## config.mk

```make
export PLATFORM = sky130hd
export DESIGN_NAME = pipelined_addsub
export DESIGN_NICKNAME = d
export VERILOG_FILES = /design/src/rtl/pipelined_addsub.sv
export SDC_FILE = /design/constraint.sdc
export NUM_CORES = 1
export LEC_CHECK = 0
export CAP_MARGIN = 20
export CORE_UTILIZATION = 55
export CTS_CLUSTER_SIZE = 16
export DETAILED_ROUTE_END_ITERATION = 6
export PLACE_DENSITY = 0.88
export SYNTH_ARGS = -nofsm -noshare
export SYNTH_HDL_FRONTEND = slang
export SYNTH_SLANG_ARGS = --single-unit
```

## constraint.sdc

```tcl
create_clock -name i_clk -period 2.2 [get_ports i_clk]
set_clock_uncertainty 0.1 [all_clocks]
set_input_delay 0.22 -clock i_clk [delete_from_list [all_inputs] [get_ports i_clk]]
set_output_delay 0.22 -clock i_clk [all_outputs]
set_load 0.005 [all_outputs]
```

## src/rtl/pipelined_addsub.sv

```systemverilog
// rtl/pipelined_addsub.sv - pipelined two's-complement adder/subtractor, one CHUNK-bit slice per stage
// Carry ripples one slice per cycle; stages collapse bubbles under valid/ready flow control.
module pipelined_addsub #(
  parameter int WIDTH = 16,
  parameter int CHUNK = 4
) (
  input  logic             i_clk,
  input  logic             i_rst_n,
  input  logic             i_valid,
  output logic             o_ready,
  input  logic [WIDTH-1:0] i_a,
  input  logic [WIDTH-1:0] i_b,
  input  logic             i_cin,
  input  logic             i_sub,
  output logic             o_valid,
  input  logic             i_ready,
  output logic [WIDTH-1:0] o_sum,
  output logic             o_cout,
  output logic             o_ovf,
  output logic             o_zero
);
  localparam int STAGES = WIDTH / CHUNK;

  logic [WIDTH-1:0]  a_q [STAGES];
  logic [WIDTH-1:0]  b_q [STAGES];
  logic [WIDTH-1:0]  s_q [STAGES];
  logic              c_q [STAGES];
  logic              v_q [STAGES];
  logic [STAGES-1:0] full;
  logic [STAGES-1:0] rdy;
  logic              ovf_q;
  logic              zero_q;

  for (genvar k = 0; k < STAGES; k++) begin : g_stage
    logic [WIDTH-1:0] a_in;
    logic [WIDTH-1:0] b_in;
    logic [WIDTH-1:0] s_in;
    logic [WIDTH-1:0] s_next;
    logic             c_in;
    logic             v_in;
    logic [CHUNK:0]   slice;

    assign full[k] = v_q[k];
    // Closed form of the ready chain: a stage may load if it or any later stage has room.
    assign rdy[k]  = i_ready | ~&full[STAGES-1:k];

    if (k == 0) begin : g_first
      assign a_in = i_a;
      assign b_in = i_sub ? ~i_b : i_b;
      assign c_in = i_sub ? ~i_cin : i_cin;
      assign s_in = '0;
      assign v_in = i_valid & rdy[0];
    end else begin : g_next
      assign a_in = a_q[k-1];
      assign b_in = b_q[k-1];
      assign c_in = c_q[k-1];
      assign s_in = s_q[k-1];
      assign v_in = v_q[k-1];
    end

    assign slice = {1'b0, a_in[k*CHUNK +: CHUNK]} + {1'b0, b_in[k*CHUNK +: CHUNK]}
                 + {{CHUNK{1'b0}}, c_in};

    always_comb begin
      s_next = s_in;
      s_next[k*CHUNK +: CHUNK] = slice[CHUNK-1:0];
    end

    always_ff @(posedge i_clk or negedge i_rst_n) begin
      if (!i_rst_n) begin
        a_q[k] <= '0;
        b_q[k] <= '0;
        s_q[k] <= '0;
        c_q[k] <= 1'b0;
        v_q[k] <= 1'b0;
      end else if (rdy[k]) begin
        a_q[k] <= a_in;
        b_q[k] <= b_in;
        s_q[k] <= s_next;
        c_q[k] <= slice[CHUNK];
        v_q[k] <= v_in;
      end
    end

    if (k == STAGES - 1) begin : g_flags
      logic c_msb_in;
      // Carry into the MSB recovered from the MSB sum bit and its operand bits.
      assign c_msb_in = slice[CHUNK-1] ^ a_in[WIDTH-1] ^ b_in[WIDTH-1];

      always_ff @(posedge i_clk or negedge i_rst_n) begin
        if (!i_rst_n) begin
          ovf_q  <= 1'b0;
          zero_q <= 1'b0;
        end else if (rdy[k]) begin
          ovf_q  <= c_msb_in ^ slice[CHUNK];
          zero_q <= (s_next == '0);
        end
      end
    end
  end

  assign o_ready = rdy[0];
  assign o_valid = v_q[STAGES-1];
  assign o_sum   = s_q[STAGES-1];
  assign o_cout  = c_q[STAGES-1];
  assign o_ovf   = ovf_q;
  assign o_zero  = zero_q;

endmodule

```

Word level (Yosys, flattened, before mapping)
Cells that the tools add are included.
{ "word_totals": {"regBits": 146, "input_bits": 38, "output_inout_bits": 21, "elab_cells": 48} }
{ "op_classes": {"addsub": 8, "mux": 2, "n_bitwise": 10, "n_reduce_logical": 8} }
{ "ops": {"columns": ["operator", "count"], "rows": [
  ["$add A4 B4 Y5", 4],
  ["$add A5 B1 Y5", 4],
  ["$logic_not A16 Y1", 1],
  ["$mux W16", 1],
  ["$not A16 Y16", 1],
  ["$logic_not A1 Y1", 4],
  ["$or A1 B1 Y1", 4],
  ["$reduce_and A4 Y1", 1],
  ["$reduce_and A3 Y1", 1],
  ["$xor A1 B1 Y1", 3],
  ["$reduce_and A2 Y1", 1],
  ["$and A1 B1 Y1", 1],
  ["$mux W1", 1],
  ["$not A1 Y1", 1]
]} }

Logic depth before layout (Yosys ltp)
{ "logic_depth": {"depth_word": 5, "mapped_depth": 8, "ltp_nobuf": 7} }

Least setup slack after synthesis
OpenSTA, ideal clock, no wires.
{ "synth_timing": {"path_type": "input port to flip-flop", "from": "in i_sub", "to": "reg c_q (netlist bit g_stage[1].c_in)", "setup_ns": 0.136, "arrival_time_ns": 2.008, "required_ns": 1.964, "setup_slack_ns": -0.044, "cell_stages": 8, "cell_sequence": "buf_2 buf_2 xor2_1 fa_1 fa_1 a21o_1 a21oi_1 a21oi_1"} }
{ "synth_via": {"elab_chain_len": 3} }
{ "synth_rtl": {"columns": ["item", "line", "text"], "rows": [
  ["start, declared", "14", "input logic i_sub,"],
  ["$mux W16", "49", "assign b_in = i_sub ? ~i_b : i_b;"],
  ["$add A4 B4 Y5", "61", "assign slice = {1'b0, a_in[k*CHUNK +: CHUNK]} + {1'b0, b_in[k*CHUNK +: CHUNK]}"],
  ["$add A5 B1 Y5 *", "62", "+ {{CHUNK{1'b0}}, c_in};"],
  ["end signal, assigned by index", "80", "c_q[k] <= slice[CHUNK];"],
  ["end, declared", "27", "logic c_q [STAGES];"]
]} }
Mark *: on every way between the ends. The rest lies on a longest branch, timed or not.
A chain may end at the register's enable or synchronous reset.

Final worst setup path
Same ends and word-level chain as after synthesis.

==> metrics.md <==
| Metric | Value |
|---|---|
| Status | `finished, final reports clean` |
| Total iterations of the first detailed-routing run | `6` |
| CTS buffer count | `9` |
| Setup crit start kind | `input pin` |
| CP endpoint | `g_stage[1].c_in` |
| Area Overhead vs Synth | `21.4%` |
| GRT Total Usage | `0.206` |
| CP max FO | `4` |
| Max-cap violation count | `0` |
| Cell family with most CP delay | `adder cells` |
| Die width | `91.0 um` |
| Share of cells above drive strength 1 | `0.211` |
| WP data required | `2340 ps` |
| Comb pwr share | `0.316` |
| Number of DRC markers in iteration 0 | `71` |
| Antenna Cells | `0` |
| Sw Ratio | `0.317` |
| CP Depth | `7` |
| RSZ-0062 raised after global routing | `no` |
| Via count | `2729` |
| Final ANT Viol Nets | `0` |
| Pin count of the biggest net entering global routing | `50` |
| Num rows | `32` |
| Top post-synthesis cells by area | `dfrtp_1, mux2_2, nand2_1` |
| Sequential Power Share | `0.491` |
| Rel. slew slack | `0.586` |
| Int Pwr | `3.74 mW` |
| EDFF count, synth | `0` |
| Crit path buf inv count | `1` |
| Wire per inst | `14.5 um` |
| Mapped Nets | `409` |
| CTS Buffer Depth | `2` |
| Worst path cell trace | `clkdlybuf4s50_1 -> xor2_1 -> fa_1 -> fa_1 -> a21o_1 -> a21oi_1 -> a21oi_1` |
| Post-CTS setup buffers | `0` |
| Hold WC Path Type | `input pin to asynchronous set/reset pin` |
| Post-DP HPWL | `5590 um` |
| Post-Syn Area | `4350 um^2` |
| Post-synth ARST share | `1.00` |
| Mean Syn Cell Area | `12.4 um^2` |
| Worst r2r src | `g_stage[3].a_in[12]` |
| Cell type with the largest total area after synthesis | `dfrtp_1` |
| Reg2reg setup slack | `150 ps` |
| TritonCTS clock tree | `yes` |
| Critical Path AT | `2200 ps` |
| # port buffers | `58` |
| Seq/Total Area, Yosys | `0.563` |
| Minimum clock period | `2060 ps` |
| Area of the multi-input gates | `1810 um^2` |
| P_leak | `2.34 nW` |
| Initial antenna violation count | `0` |
| Total power | `5.48 mW` |
| Synth warn | `0` |
| Register Area | `2450 um^2` |
| Post-synth top flop | `dfrtp_1` |
| Fmax | `0.485 GHz` |
| DRT met1 WL | `3600 um` |
| Ports | `59` |
| Die Area | `8280 um^2` |
| Clock power share | `0.193` |
| Post-layout util | `0.688` |
| First-pass GRT wire length | `13300 um` |
| Worst setup startpoint | `i_sub` |
| H-tree levels | `3` |
| Final slew viol count | `0` |
| Syn Inst Count | `351` |
| Clock Sinks | `98` |
| CP peak stage delay | `490 ps` |
| Worst skew pair latency | `360 ps` |
| #FFs+latches synth | `98` |
| Initial Utilization | `0.566` |
| Number of global-route vias before repair | `2704` |
| Highest Signal Layer | `met4` |
| Clock transition at path regs | `100 ps` |
| Crit Path Category | `input pin to flip-flop` |
| Reg2Reg Depth | `6` |
| Met3 Wirelength | `280 um` |
| Die height | `91.0 um` |
| Peak supply drop | `392 uV` |
| Post-route cell area | `5290 um^2` |
| Worst Tran Pin Value | `621 ps` |
| Synth top cells by count | `dfrtp_1, mux2_2, nand2_1` |
| Core area | `7690 um^2` |
| Yosys cell types | `37` |
| Yosys top cell area share | `0.563` |
| DRC viols | `0` |
| Crit. End Element | `flip-flop` |
| Placer congestion estimate | `0.748` |
| Final WL | `7580 um` |
| Setup violations, final | `0` |
| Final nets | `475` |
| Vias per cell | `5.21` |
| Final period util | `0.938` |
| Placed instance area | `5080 um^2` |
| Clk root buf | `clkbuf_8` |
| Fin. Hold Viols | `0` |
| Count leader, synth | `dfrtp_1` |
| Slowest cell on crit path | `clkdlybuf4s50_1` |
| PwrDens | `1040 nW/um^2` |
| Sw Pwr | `1.73 mW` |
| Total congestion overflow | `0` |
| Met2 wire length | `3600 um` |
| R2R Path End | `o_ovf` |
| Fillers | `581` |
sequential cells by signal, summed over array words and instances, names as in the netlist:
signal	flops
g_stage.s_in	24
g_stage.a_in	24
o_ovf	1
g_stage.v_in	3
g_stage.c_in	3
o_valid	1
o_cout	1
o_zero	1
g_stage.b_in	24
o_sum	16
power groups by stage:
stage / Sequential [mW] / Clock, mW / Combinational (mW)
3_3_place_gp: 2.68 / 0 / 1.61
5_1_grt: 2.77 / 1.15 / 1.91
2_1_floorplan: 2.62 / 0 / 1.04
6_report: 2.69 / 1.06 / 1.73
4_1_cts: 2.69 / 1.08 / 1.73
3_5_place_dp: 2.72 / 0 / 1.70
routing by layer:
metal	up-vias	GRT usage
met1	1334	0.295
met3	12	0.0369
li1	1313	-
met5	-	0
met2	70	0.319
met4	0	0.0780
per-stage QoR:
stage | worst slack [ps] | hold WS (ps) | instances | TNS, ps
floorplan | 10.5 | -176 | 351 | 0
global route | 7.08 | 334 | 524 | 0
CTS | 12.0 | 309 | 524 | 0
global placement | -180 | 167 | 507 | -534
finish | 137 | 303 | 524 | 0
detailed placement | -253 | 177 | 507 | -814
what timing repair did:
item                                    CTS  global route
pin swaps                                 0             0
hold buffers                              1             0
hold endpoints to repair                 47             0
endpoints found under the setup margin    1             2
resized for setup                         1             3
worst min-delay path by stage:
stage	start	to	slack [ps]
after global placement	i_rst_n	o_ovf	170
final	i_rst_n	o_ovf	300
after CTS	i_a[5]	g_stage[1].a_in[5]	310
after detailed placement	i_rst_n	o_ovf	180
after global routing	i_a[5]	g_stage[1].a_in[5]	330
after floorplan	i_rst_n	g_stage[1].a_in[10]	-180
area by class of cell:
cell class | count | share of cell area
clock inverters | 7 | 0.0102
inverters | 7 | 0.00497
multi-input cells | 231 | 0.342
repair buffers | 70 | 0.132
flip-flops and latches | 98 | 0.464
well taps | 102 | 0.0241
clock buffers | 9 | 0.0234
cells in the final DEF, fill, tap and decap left out, types with 2 or more instances in the layout:
cell type	instances
a21o_1	5
dfrtp_1	98
xor2_1	9
nand2_1	50
clkdlybuf4s50_1	57
buf_12	2
mux2_2	53
fa_2	2
clkinvlp_4	3
xnor2_1	16
nand2b_1	4
nor2_1	21
o21ai_0	5
nor4_1	2
fa_1	6
buf_4	10
clkbuf_8	9
a211oi_1	2
inv_1	7
inv_6	2
a21oi_1	25
ha_1	12
logic make-up (layout without fill, tap and decap cells):
family | count (synthesis) | after routing | share of synthesized area
multiplexers | 53 | 53 | 0.137
adder cells (fa/ha/maj) | 20 | 20 | 0.0713
XOR/XNOR | 25 | 25 | 0.0503
AO/OA/AOI/OAI | 44 | 44 | 0.0592
AND/OR/NAND/NOR | 89 | 89 | 0.0937
buffers and inverters | 22 | 93 | 0.0253
flip-flops | 98 | 98 | 0.563
No activity file was read; power rests on OpenSTA's default activity.
